**config.mk**
```make
export PLATFORM = sky130hd
export DESIGN_NAME = fp16_adder_arbiter_flat
export DESIGN_NICKNAME = d
export VERILOG_FILES = /design/src/rtl/fp16_adder_arbiter_if.sv /design/src/rtl/fp16_adder_arbiter.sv /design/src/flat_wrapper.sv
export SDC_FILE = /design/constraint.sdc
export NUM_CORES = 1
export LEC_CHECK = 0
export ABC_AREA = 1
export CAP_MARGIN = 40
export CORE_ASPECT_RATIO = 0.5
export CORE_MARGIN = 2
export CORE_UTILIZATION = 35
export CTS_CLUSTER_SIZE = 25
export DETAILED_ROUTE_END_ITERATION = 8
export GPL_ROUTABILITY_DRIVEN = 0
export HOLD_SLACK_MARGIN = 0.06
export PLACE_DENSITY = 0.72
export REMOVE_ABC_BUFFERS = 1
export SLEW_MARGIN = 20
export SYNTH_ARGS = -nofsm -noshare
export SYNTH_HDL_FRONTEND = slang
export SYNTH_SLANG_ARGS = --single-unit
```
**constraint.sdc**
```tcl
create_clock -name clk -period 4.6 [get_ports clk]
set_input_delay 0.69 -clock clk [delete_from_list [all_inputs] [get_ports clk]]
set_output_delay 0.69 -clock clk [all_outputs]
set_load 0.02 [all_outputs]
```
**src/rtl/fp16_adder_arbiter_if.sv**
```systemverilog
// Bus bundle between the fp16 adder arbiter, its requesters and the shared
// FPAddSub instance.
//   hold                 1 = no new grant this cycle
//   req_valid/req_ready  per-requester handshake (ready is one-hot)
//   req_a/req_b/req_op   packed operands and opcode, requester i at [i*DWIDTH +: DWIDTH]
//   add_a/add_b/add_op   registered operands driven into FPAddSub
//   add_result           FPAddSub result
//   rsp_valid/id/data    shared response bus, one-cycle valid pulse
//   issue_cnt            wrapping count of accepted requests
// slave  : the arbiter side.
// master : the requester / adder side.
interface fp16_adder_arbiter_if #(
    parameter int unsigned NREQ   = 4,
    parameter int unsigned IDW    = 2,
    parameter int unsigned DWIDTH = 16
);
    logic                     hold;
    logic [NREQ-1:0]          req_valid;
    logic [NREQ-1:0]          req_ready;
    logic [NREQ*DWIDTH-1:0]   req_a;
    logic [NREQ*DWIDTH-1:0]   req_b;
    logic [NREQ-1:0]          req_op;
    logic [DWIDTH-1:0]        add_a;
    logic [DWIDTH-1:0]        add_b;
    logic                     add_op;
    logic [DWIDTH-1:0]        add_result;
    logic                     rsp_valid;
    logic [IDW-1:0]           rsp_id;
    logic [DWIDTH-1:0]        rsp_data;
    logic [15:0]              issue_cnt;

    modport slave (
        input  hold, req_valid, req_a, req_b, req_op, add_result,
        output req_ready, add_a, add_b, add_op, rsp_valid, rsp_id, rsp_data, issue_cnt
    );

    modport master (
        output hold, req_valid, req_a, req_b, req_op, add_result,
        input  req_ready, add_a, add_b, add_op, rsp_valid, rsp_id, rsp_data, issue_cnt
    );
endinterface

```
**src/rtl/fp16_adder_arbiter.sv**
```systemverilog
// Round-robin arbiter sharing one pipelined fp16 adder/subtractor among
// NREQ requesters. One request is granted per cycle, its operands are
// registered onto the adder inputs, and the requester ID travels down a
// tag pipeline of ADD_LATENCY+1 stages so the adder result can be returned
// on the shared response bus with the right owner ID.
// Ports:
//   clk    rising-edge clock
//   reset  asynchronous, active-low reset
//   bus    fp16_adder_arbiter_if.slave (requests, adder link, responses, counter)
// The interface instance must be built with the same NREQ/IDW/DWIDTH.
// IDW must equal clog2(NREQ).
module fp16_adder_arbiter #(
    parameter int unsigned NREQ        = 4,
    parameter int unsigned IDW         = 2,
    parameter int unsigned ADD_LATENCY = 4,
    parameter int unsigned DWIDTH      = 16
) (
    input  logic                 clk,
    input  logic                 reset,
    fp16_adder_arbiter_if.slave  bus
);

    logic [IDW-1:0]    rr_ptr;
    logic [IDW-1:0]    winner;
    logic [IDW-1:0]    cand;
    logic [IDW-1:0]    next_ptr;
    logic              found;
    logic              accept;
    logic [NREQ-1:0]   ready;

    logic [DWIDTH-1:0] a_arr [NREQ];
    logic [DWIDTH-1:0] b_arr [NREQ];

    logic [ADD_LATENCY:0] tag_vld;
    logic [IDW-1:0]       tag_id [ADD_LATENCY+1];

    logic [DWIDTH-1:0] add_a_q;
    logic [DWIDTH-1:0] add_b_q;
    logic              add_op_q;
    logic              rsp_valid_q;
    logic [IDW-1:0]    rsp_id_q;
    logic [DWIDTH-1:0] rsp_data_q;
    logic [15:0]       issue_cnt_q;

    for (genvar g = 0; g < NREQ; g++) begin : g_unpack
        assign a_arr[g] = bus.req_a[g*DWIDTH +: DWIDTH];
        assign b_arr[g] = bus.req_b[g*DWIDTH +: DWIDTH];
    end

    // Scan from rr_ptr upward, wrapping modulo NREQ; first valid wins.
    always_comb begin
        found  = 1'b0;
        winner = '0;
        cand   = '0;
        for (int unsigned off = 0; off < NREQ; off++) begin
            cand = IDW'((32'(rr_ptr) + off) % NREQ);
            if (!found && bus.req_valid[cand]) begin
                found  = 1'b1;
                winner = cand;
            end
        end
    end

    // Reset gates ready so nothing can handshake while reset is held.
    assign accept   = found & ~bus.hold & reset;
    assign next_ptr = IDW'((32'(winner) + 1) % NREQ);

    always_comb begin
        ready = '0;
        if (accept) begin
            ready[winner] = 1'b1;
        end
    end

    always_ff @(posedge clk or negedge reset) begin
        if (!reset) begin
            rr_ptr      <= '0;
            tag_vld     <= '0;
            tag_id      <= '{default: '0};
            add_a_q     <= '0;
            add_b_q     <= '0;
            add_op_q    <= 1'b0;
            rsp_valid_q <= 1'b0;
            rsp_id_q    <= '0;
            rsp_data_q  <= '0;
            issue_cnt_q <= '0;
        end else begin
            if (accept) begin
                add_a_q     <= a_arr[winner];
                add_b_q     <= b_arr[winner];
                add_op_q    <= bus.req_op[winner];
                rr_ptr      <= next_ptr;
                issue_cnt_q <= issue_cnt_q + 16'd1;
            end

            // Tag pipeline never stalls; the id of an empty stage is don't-care.
            tag_vld   <= {tag_vld[ADD_LATENCY-1:0], accept};
            tag_id[0] <= winner;
            for (int unsigned k = 1; k <= ADD_LATENCY; k++) begin
                tag_id[k] <= tag_id[k-1];
            end

            if (tag_vld[ADD_LATENCY]) begin
                rsp_valid_q <= 1'b1;
                rsp_id_q    <= tag_id[ADD_LATENCY];
                rsp_data_q  <= bus.add_result;
            end else begin
                rsp_valid_q <= 1'b0;
            end
        end
    end

    assign bus.req_ready = ready;
    assign bus.add_a     = add_a_q;
    assign bus.add_b     = add_b_q;
    assign bus.add_op    = add_op_q;
    assign bus.rsp_valid = rsp_valid_q;
    assign bus.rsp_id    = rsp_id_q;
    assign bus.rsp_data  = rsp_data_q;
    assign bus.issue_cnt = issue_cnt_q;

endmodule

```
**src/flat_wrapper.sv**
```systemverilog
// flat-port wrapper written by rule: the top's interface ports become plain ports
module fp16_adder_arbiter_flat 
#(
    parameter int unsigned NREQ        = 4,
    parameter int unsigned IDW         = 2,
    parameter int unsigned ADD_LATENCY = 4,
    parameter int unsigned DWIDTH      = 16
)
  (clk, reset, bus_hold, bus_req_valid, bus_req_a, bus_req_b, bus_req_op, bus_add_result, bus_req_ready, bus_add_a, bus_add_b, bus_add_op, bus_rsp_valid, bus_rsp_id, bus_rsp_data, bus_issue_cnt);
  fp16_adder_arbiter_if #(.NREQ(NREQ), .IDW(IDW), .DWIDTH(DWIDTH)) bus_i ();
  input  logic clk;
  input  logic reset;
  input wire logic [$bits(bus_i.hold)-1:0] bus_hold;
  input wire logic [$bits(bus_i.req_valid)-1:0] bus_req_valid;
  input wire logic [$bits(bus_i.req_a)-1:0] bus_req_a;
  input wire logic [$bits(bus_i.req_b)-1:0] bus_req_b;
  input wire logic [$bits(bus_i.req_op)-1:0] bus_req_op;
  input wire logic [$bits(bus_i.add_result)-1:0] bus_add_result;
  output wire logic [$bits(bus_i.req_ready)-1:0] bus_req_ready;
  output wire logic [$bits(bus_i.add_a)-1:0] bus_add_a;
  output wire logic [$bits(bus_i.add_b)-1:0] bus_add_b;
  output wire logic [$bits(bus_i.add_op)-1:0] bus_add_op;
  output wire logic [$bits(bus_i.rsp_valid)-1:0] bus_rsp_valid;
  output wire logic [$bits(bus_i.rsp_id)-1:0] bus_rsp_id;
  output wire logic [$bits(bus_i.rsp_data)-1:0] bus_rsp_data;
  output wire logic [$bits(bus_i.issue_cnt)-1:0] bus_issue_cnt;
  assign bus_i.hold = bus_hold;
  assign bus_i.req_valid = bus_req_valid;
  assign bus_i.req_a = bus_req_a;
  assign bus_i.req_b = bus_req_b;
  assign bus_i.req_op = bus_req_op;
  assign bus_i.add_result = bus_add_result;
  assign bus_req_ready = bus_i.req_ready;
  assign bus_add_a = bus_i.add_a;
  assign bus_add_b = bus_i.add_b;
  assign bus_add_op = bus_i.add_op;
  assign bus_rsp_valid = bus_i.rsp_valid;
  assign bus_rsp_id = bus_i.rsp_id;
  assign bus_rsp_data = bus_i.rsp_data;
  assign bus_issue_cnt = bus_i.issue_cnt;
  fp16_adder_arbiter #(.NREQ(NREQ), .IDW(IDW), .ADD_LATENCY(ADD_LATENCY), .DWIDTH(DWIDTH)) u_core (.clk(clk), .reset(reset), .bus(bus_i));
endmodule
```
### Word-level counts from Yosys, hierarchy flattened

Cells that the tools add are included.

* flip-flop bits (word level): 85
* input bits: 155
* logic and storage cells: 65

* add/sub/neg operators: 5
* $lt $le $gt $ge: 7
* mux-type cells: 28
* bitwise gates (word level): 4
* reductions and logical operators: 7

Operators with widths (count)
* binary-select mux 16 bit (select 2 bit): 2
* 2-to-1 mux 16 bit: 4
* adder 16 x 1 -> 16 bit (second input constant): 1
* < comparator 2 x 3 -> 1 bit (second input constant): 5
* 2-to-1 mux 1 bit: 11
* binary-select mux 1 bit (select 2 bit): 5
* 2-to-1 mux 2 bit: 4
* adder 2 x 1 -> 2 bit (second input constant): 2
* adder 2 bit (second input constant): 2
* logical AND 1 bit: 4
* 2-to-1 mux 4 bit: 1
* >= comparator 3 bit (second input constant): 1
* logical NOT 1 bit: 3
* inverter 2 -> 3 bit: 1
* AND 1 bit: 2
* demux 1 bit (select 2 bit): 1
* >= comparator 2 x 1 -> 1 bit (second input constant): 1
* inverter 1 bit: 1

### Longest topological paths before layout

Gate-level depths: netlist of the first run.

* depth after elaboration: 17
* mapped depth: 16
* mapped depth without buffers: 15

### Worst setup path before layout of the first run

Ideal clock, no wire load.

* path kind: input to output
* start point: in bus_req_valid[3]
* end point: out bus_req_ready[3]
* arrival: 2047 ps
* required time: 3910 ps
* setup slack: 1863 ps
* cell stages on the path: 10
* buffers on the path: 1
* cells stage by stage: inv_1 -> nand2_1 -> nand3_1 -> nand2_2 -> nor2_4 -> nand2_1 -> nor2_2 -> nor2_4 -> buf_4 -> nor3_1

* word-level cells in the longest chain between the ends: 17

RTL lines
* from (decl): line flat_wrapper.sv:14 `input wire logic [$bits(bus_i.req_valid)-1:0] bus_req_valid;`
* binary-select mux 1 bit (select 2 bit): line fp16_adder_arbiter.sv:57 `if (!found && bus.req_valid[cand]) begin`
* 2-to-1 mux 1 bit (not written as such): line fp16_adder_arbiter.sv:57
* 2-to-1 mux 1 bit: line fp16_adder_arbiter.sv:57
* logical NOT 1 bit: line fp16_adder_arbiter.sv:57
* logical AND 1 bit: line fp16_adder_arbiter.sv:57
* 2-to-1 mux 1 bit: line fp16_adder_arbiter.sv:57
* logical NOT 1 bit: line fp16_adder_arbiter.sv:57
* logical AND 1 bit: line fp16_adder_arbiter.sv:57
* 2-to-1 mux 1 bit: line fp16_adder_arbiter.sv:57
* logical NOT 1 bit: line fp16_adder_arbiter.sv:57
* logical AND 1 bit: line fp16_adder_arbiter.sv:57
* 2-to-1 mux 2 bit: line fp16_adder_arbiter.sv:57
* < comparator 2 x 3 -> 1 bit (not written as such) / >= comparator 2 x 1 -> 1 bit (equally long branches): line fp16_adder_arbiter.sv:71 `ready[winner] = 1'b1;`
* logical AND 1 bit (not written as such): line fp16_adder_arbiter.sv:71
* 2-to-1 mux 1 bit (not written as such): line fp16_adder_arbiter.sv:71
* demux 1 bit (select 2 bit)
* 2-to-1 mux 4 bit *: line fp16_adder_arbiter.sv:70 `if (accept) begin`
* to (decl): line flat_wrapper.sv:19 `output wire logic [$bits(bus_i.req_ready)-1:0] bus_req_ready;`

Every way passes the cells marked *; elsewhere a longest branch is shown, timed or not. The select of a mux whose other input is x is not followed.

### Final worst setup path of the first run

* start point: in bus_req_valid[3]
* end point: out bus_req_ready[0]

Same word-level chain as after synthesis.

==> metrics.yaml, run 1 <==
power_density_nw_per_um2: 690
io_buffers: 226
htree_levels: 3
rows: 31
gr-max-usage-layer: "met2"
dp_hpwl_mm: 10.7
routed_wl_mm: 14.6
final.setup.tns_ns: 0
final_antenna_net_count: 0
fin_ws_ns: 0.644
drtIter0Drc: 340
synthCells: 726
num_io_pins: 227
grt_pass1_vias: 4699
grtUsageMet3: 0.0383
timing.critical_path.mode_cell: "nand2_1"
wl_per_cell_um: 12.9
grt_pass1_wl_mm: 22.7
maxCapViolCount: 0
drc: 0
vias: 5205
antenna_found_initial: 0
core_area_um2: 14400
clkTransAtPathRegs_ns: 0.06
slowest_stage: "clkdlybuf4s50_1"
grt_max_degree: 67
drive_gt1_frac: 0.0694
period_minus_slack_ns: 3.96
synth_top_area_frac: 0.415
required_ns: 3.91
finalClockSkew_ns: 0.00414
path_cells: "clkdlybuf4s50_1, inv_1, nand2_1, nand3_1, nand2_2, nor2_4, nand2_1, nand2_1, nor2_4, inv_4, nor2_1, clkdlybuf4s50_1"
drv_slew: 0
max_freq_ghz: 0.253
die_area_um2: 15700
nNetsFinal: 1089
met2_usage: 0.340
insertion_delay_ns: 0.33
post_cts_resized: 0
worst_pin_slew_ns: 0.739
die_y_um: 89.6
die_x_um: 175
antenna_cells: 0
rsz0062_at_grt: "false"
hold_viol: 0
crit_fanout: 36
endpoint_kind: "primary output"
arrival_ns: 3.27
cts_sinks: 85
slowest_delay_ns: 0.61
ir_drop_uv: 543
area_growth_pct: 51.5
fillCellCount: 1360
gr-total-overflow: 0
via_per_inst: 4.59
ys_types: 30
cp-start-kind: "input pin"
cts_setup_buffers: 0
grt_use_total: 0.180
cts-buffers-inserted: 9
cts-root-buf: "clkbuf_16"
grt_util_met1: 0.211
p_leak_uw: 0.00394
yosys_warnings: 0
drt_pass1_iterations: 4
avgSynthCellArea_um2: 7.06
status: "finished clean"
ys_ff_latch: 85
crit_type: "input pin to primary output"
setup_viol_count_final: 0
synthTopCellsByArea: "dfrtp_1 (41%), nand2_1 (24%), nand3_1 (10%)"
synth_top_area_cell: "dfrtp_1"
relSlewSlack: 0.507
min_period_over_period: 0.860
postCtsHoldBufs: 0
cts.path.max_buffers: 2
cts_tree: "built"
pre_cts_ws_ns: 0.623
timing.hold.ws_ns: 0.345
holdCritPathClass: "flip-flop to flip-flop"
synthesis.area_um2: 5130
yosysSeqAreaShare: 0.415
start_util: 0.356
## worst max-delay path, delay by kind of cell
family / cells / cell delay (ns)
buf+inv: 4 / 1.42
simple gates: 8 / 1.14
## layout make-up
type                            instances  area (µm²)  share of cell area
Multi-Input combinational cell        514        2400               0.308
Tap cell                              198         248              0.0319
Sequential cell                        85        2130               0.274
Clock inverter                          6        96.3              0.0124
Clock buffer                            9         225              0.0290
Inverter                               88         335              0.0432
Timing Repair Buffer                  235        2340               0.301
## cell families (layout without fill, tap and decap cells)
kind of cell | count (synthesis) | after routing | synth area share
simple gates | 473 | 473 | 0.392
xor+xnor | 15 | 15 | 0.0256
buf+inv | 127 | 338 | 0.118
compound gates | 7 | 7 | 0.00805
flops | 85 | 85 | 0.415
fa+ha+maj | 1 | 1 | 0.00244
mux | 18 | 18 | 0.0395
## final timing paths
kind                       slack (ns)                                    to                          from  cells after the start
setup reg to reg                 2.04  u_core.bus.issue_cnt[11]$_DFFE_PN0P_  u_core.rr_ptr[0]$_DFFE_PN0P_                     12
hold / removal                   0.34           u_core.tag_vld[2]$_DFF_PN0_   u_core.tag_vld[1]$_DFF_PN0_                      0
hold reg to reg                  0.34           u_core.tag_vld[2]$_DFF_PN0_   u_core.tag_vld[1]$_DFF_PN0_                      0
min in group asynchronous        0.47            u_core.tag_id[0]$_DFF_PN0_                         reset                      2
max in group asynchronous        3.52      u_core.bus.add_a[12]$_DFFE_PN0P_                         reset                      3
setup / recovery                 0.64                      bus_req_ready[0]              bus_req_valid[3]                     12
## metrics by stage
stage          cells  utilization  cell area [µm²]  total power (µW)
6_report        1135        0.540             7770              5360
5_1_grt         1135        0.540             7770              5840
4_1_cts         1135        0.540             7770              5430
3_5_place_dp    1120        0.517             7450              4630
3_3_place_gp    1119        0.516             7430              4570
2_1_floorplan    687            -             4860              3360
## layout by cell type (no fill, tap or decap), types with 2 or more instances in the layout
cell type / n
buf_4: 9
inv_2: 2
inv_1: 84
nand2_1: 330
o21ai_1: 3
nand3_1: 103
inv_4: 2
clkdlybuf4s50_1: 225
xor2_1: 8
dfrtp_1: 85
nor3_1: 7
o21ai_0: 2
bufinv_16: 2
mux2_2: 18
clkbuf_16: 9
xnor2_1: 7
nand4_1: 2
nor2_1: 13
nand3_2: 7
nand2_2: 5
nor2_4: 2
## metal layers
metal / share of wire / wire length, µm / up-vias
met3: 0.048 / 702 / 22
li1: - / - / 2643
met1: 0.41 / 5980 / 2398
met5: 0 / 0 / -
met4: 0.021 / 301 / 0
met2: 0.52 / 7640 / 142
## power by group
group	internal, µW	switching [µW]	leakage, µW
registers	1050	191	0.00105
clock network	479	294	0.000154
logic	1300	2040	0.00273
total	2830	2530	0.00394
## Yosys cell counts (all sizes together)
library cell  number
nand4              2
o21ai              5
o211ai             1
or2                1
ha                 1
nand3            110
dfrtp             85
nand2            336
inv               88
xor2               8
clkbuf             3
nor2              16
nor3               8
buf               36
a21oi              1
mux2              18
xnor2              7
## registers in the layout, summed over array words and instances, names as in the netlist
register              count
u_core.bus.issue_cnt     16
u_core.rr_ptr             2
u_core.bus.add_a         16
u_core.tag_id            10
u_core.bus.add_op         1
u_core.bus.add_b         16
u_core.bus.rsp_valid      1
u_core.bus.rsp_data      16
u_core.tag_vld            5
u_core.bus.rsp_id         2
Power figures use the tool's default switching activity.
==> run 2, diff against run 1 <==
--- a/config.mk
+++ b/config.mk
@@ -5,7 +5,6 @@
 export SDC_FILE = /design/constraint.sdc
 export NUM_CORES = 1
 export LEC_CHECK = 0
-export ABC_AREA = 1
 export CAP_MARGIN = 40
 export CORE_ASPECT_RATIO = 0.5
 export CORE_MARGIN = 2
@@ -14,7 +13,7 @@
 export DETAILED_ROUTE_END_ITERATION = 8
 export GPL_ROUTABILITY_DRIVEN = 0
 export HOLD_SLACK_MARGIN = 0.06
-export PLACE_DENSITY = 0.72
+export PLACE_DENSITY = 0.76
 export REMOVE_ABC_BUFFERS = 1
 export SLEW_MARGIN = 20
 export SYNTH_ARGS = -nofsm -noshare
==> metrics.yaml, run 2 <==
grt_pass1_vias: 3907  # was 4699
synth_top_area_cell: "dfrtp_1"  # unchanged
die_area_um2: 13100  # was 15700 µm²
cts_sinks: 85  # unchanged
max_freq_ghz: 0.247  # was 0.253 GHz
synthCells: 367  # was 726
endpoint_kind: "primary output"  # unchanged
num_io_pins: 227  # unchanged
nNetsFinal: 738  # was 1089
p_leak_uw: 0.00289  # was 0.00394 µW
worst-path-buf-inv: 3  # was 4
synthTopCellsByArea: "dfrtp_1 (50%), mux2i_1 (7.8%), a211oi_2 (5.9%)"  # was dfrtp_1 (41%), nand2_1 (24%), nand3_1 (10%)
intPower_uw: 2100  # was 2830 µW
drc: 0  # unchanged
wl_per_cell_um: 16.9  # was 12.9 µm
path_cells: "clkdlybuf4s50_1, or2_2, or4b_4, and2_4, clkinv_4, nor3_1, clkdlybuf4s50_1"  # was clkdlybuf4s50_1, inv_1, nand2_1, nand3_1, nand2_2, nor2_4, nand2_1, nand2_1, nor2_4, inv_4, nor2_1, clkdlybuf4s50_1
routed_wl_mm: 12.7  # was 14.6 mm
period_minus_slack_ns: 4.05  # was 3.96 ns
design_area_um2: 6930  # was 7770 µm²
htree_levels: 3  # unchanged
pwr-share-clk: 0.226  # was 0.144
min_period_over_period: 0.880  # was 0.860
io_buffers: 226  # unchanged
cts_setup_buffers: 0  # unchanged
synth_top_area_frac: 0.502  # was 0.415
crit_type: "input pin to primary output"  # unchanged
fin_ws_ns: 0.553  # was 0.644 ns
post-synth-top-count-cell: "dfrtp_1"  # was nand2_1
vias: 3769  # was 5205
cts.path.max_buffers: 2  # unchanged
p_comb_frac: 0.441  # was 0.624
ys_ff_latch: 85  # unchanged
async_reset_ff_frac: 1.00  # unchanged
switching_share: 0.358  # was 0.471
antenna_found_initial: 0  # unchanged
cts_tree: "built"  # unchanged
synth_edf_count: 0  # unchanged
rows: 28  # was 31
insertion_delay_ns: 0.33  # about the same
required_ns: 3.91  # about the same
clkTransAtPathRegs_ns: 0.07  # was 0.06 ns
ys_types: 37  # was 30
critPathTopFamily: "simple AND/OR/NAND/NOR gates"  # was buffers and inverters
final.setup.tns_ns: 0  # unchanged
yosysSeqAreaShare: 0.502  # was 0.415
fillCellCount: 981  # was 1360
cts-buffers-inserted: 9  # unchanged
arrival_ns: 3.36  # was 3.27 ns
postCtsHoldBufs: 0  # unchanged
status: "finished clean"  # unchanged
synthesis.area_um2: 4240  # was 5130 µm²
dp_hpwl_mm: 9.01  # was 10.7 mm
timing.hold.ws_ns: 0.343  # was 0.345 ns
drive_gt1_frac: 0.124  # was 0.0694
die_y_um: 81.8  # was 89.6 µm
start_util: 0.359  # was 0.356
antenna_cells: 0  # unchanged
ys_top_cells_by_count: "dfrtp_1 (85), and3_1 (35), o21ai_0 (35), mux2i_1 (33), o22ai_1 (33)"  # was nand2_1 (330), nand3_1 (103), dfrtp_1 (85), inv_1 (84)
final_cell_mix: "clkdlybuf4s50_1 (225), dfrtp_1 (85), and3_1 (35), o21ai_0 (35)"  # was nand2_1 (330), clkdlybuf4s50_1 (225), nand3_1 (103), dfrtp_1 (85), inv_1 (84)
holdCritPathClass: "flip-flop to flip-flop"  # unchanged
final_common_cell: "clkdlybuf4s50_1"  # was nand2_1
drv_slew: 0  # unchanged
maxCapViolCount: 0  # unchanged
cts-root-buf: "clkbuf_16"  # unchanged
place_area_um2: 6600  # was 7450 µm²
power_density_nw_per_um2: 471  # was 690 nW/µm²
die_x_um: 160  # was 175 µm
final_antenna_net_count: 0  # unchanged
fin_total_pwr_uw: 3270  # was 5360 µW
setup_viol_count_final: 0  # unchanged
drtIter0Drc: 129  # was 340
slowest_delay_ns: 0.64  # was 0.61 ns
slowest_stage: "clkdlybuf4s50_1"  # unchanged
seq_power_share: 0.334  # was 0.232
grt_use_total: 0.194  # was 0.180
grt_pass1_wl_mm: 20.1  # was 22.7 mm
relSlewSlack: 0.495  # was 0.507
core_area_um2: 11800  # was 14400 µm²
via_per_inst: 5.01  # was 4.59
switchingPower_uw: 1170  # was 2530 µW
pre_cts_ws_ns: 0.573  # was 0.623 ns
finalClockSkew_ns: 0.00714  # was 0.00414 ns
yosys_warnings: 0  # unchanged
cp-start-kind: "input pin"  # unchanged
ys.flop_type: "dfrtp_1"  # unchanged
gr-total-overflow: 0  # unchanged
worst_pin_slew_ns: 0.757  # was 0.739 ns
area_growth_pct: 63.4  # was 51.5%
crit_fanout: 34  # was 36
ir_drop_uv: 243  # was 543 µV
grt_max_degree: 49  # was 67
hold_viol: 0  # unchanged
post_cts_resized: 0  # unchanged
timing.critical_path.mode_cell: "clkdlybuf4s50_1"  # was nand2_1
avgSynthCellArea_um2: 11.6  # was 7.06 µm²
drt_pass1_iterations: 4  # unchanged
rsz0062_at_grt: "false"  # unchanged
-- run 2: logic make-up after synthesis --
group | count (synthesis) | share of synthesized area
adders and majority gates | 1 | 0.00295
xor gates and xnor gates | 16 | 0.0330
and+or+nand+nor | 72 | 0.100
muxes | 51 | 0.126
DFF | 85 | 0.502
AOI/OAI and AO/OA | 107 | 0.188
buffers and inverters | 35 | 0.0487
-- run 2: worst paths after layout --
| kind | to | cells after the start | startpoint | slack (ns) |
|---|---|---|---|---|
| max in group asynchronous | u_core.bus.issue_cnt[5]$_DFFE_PN0P_ | 3 | reset | 3.16 |
| worst max register to register | u_core.bus.add_a[4]$_DFFE_PN0P_ | 6 | u_core.rr_ptr[1]$_DFFE_PN0P_ | 2.02 |
| worst min-delay path | u_core.tag_id[0]$_DFF_PN0_ | 0 | u_core.tag_id[2]$_DFF_PN0_ | 0.34 |
| min in group asynchronous | u_core.tag_vld[0]$_DFF_PN0_ | 2 | reset | 0.47 |
| worst max-delay path | bus_req_ready[0] | 7 | bus_req_valid[3] | 0.55 |
| worst min register to register | u_core.tag_id[0]$_DFF_PN0_ | 0 | u_core.tag_id[2]$_DFF_PN0_ | 0.34 |
-- run 2: per-stage QoR --
stage,cells,util
floorplan,336,-
global placement,734,0.559
detailed placement,734,0.559
CTS,750,0.584
global route,752,0.587
finish,752,0.587
-- run 2: metal layers --
layer / global-route usage / vias up / wire length, µm
met4: 0.0582 / 0 / 221
met3: 0.0485 / 20 / 598
li1: - / 1807 / -
met5: 0 / - / 0
met2: 0.364 / 112 / 6640
met1: 0.225 / 1830 / 5210
-- run 2: area by class of cell --
type                       count  area (µm²)  area share
clock inverter                 7        78.8      0.0114
sequential                    85        2130       0.307
clock buffer                   9         225      0.0325
multi-input combinational    247        1930       0.279
inverter                       4        20.0     0.00289
timing repair buffer         235        2340       0.338
tap                          165         206      0.0298
-- run 2: worst reg2reg max path, cell delays in order, from the launching register on --
cell      delay [ns]
dfrtp_1         0.48
or4b_4          0.77
and2_4          0.33
clkinv_4        0.08
buf_4           0.44
a211oi_1        0.19
o22ai_1         0.21
-- run 2: power groups by stage --
stage | registers, µW | logic (µW) | clock network [µW]
after floorplan | 1300 | 541 | 0
after global placement | 1100 | 1420 | 0
after detailed placement | 1100 | 1440 | 0
after CTS | 1090 | 1440 | 757
after global routing | 1120 | 1540 | 793
final | 1090 | 1440 | 737
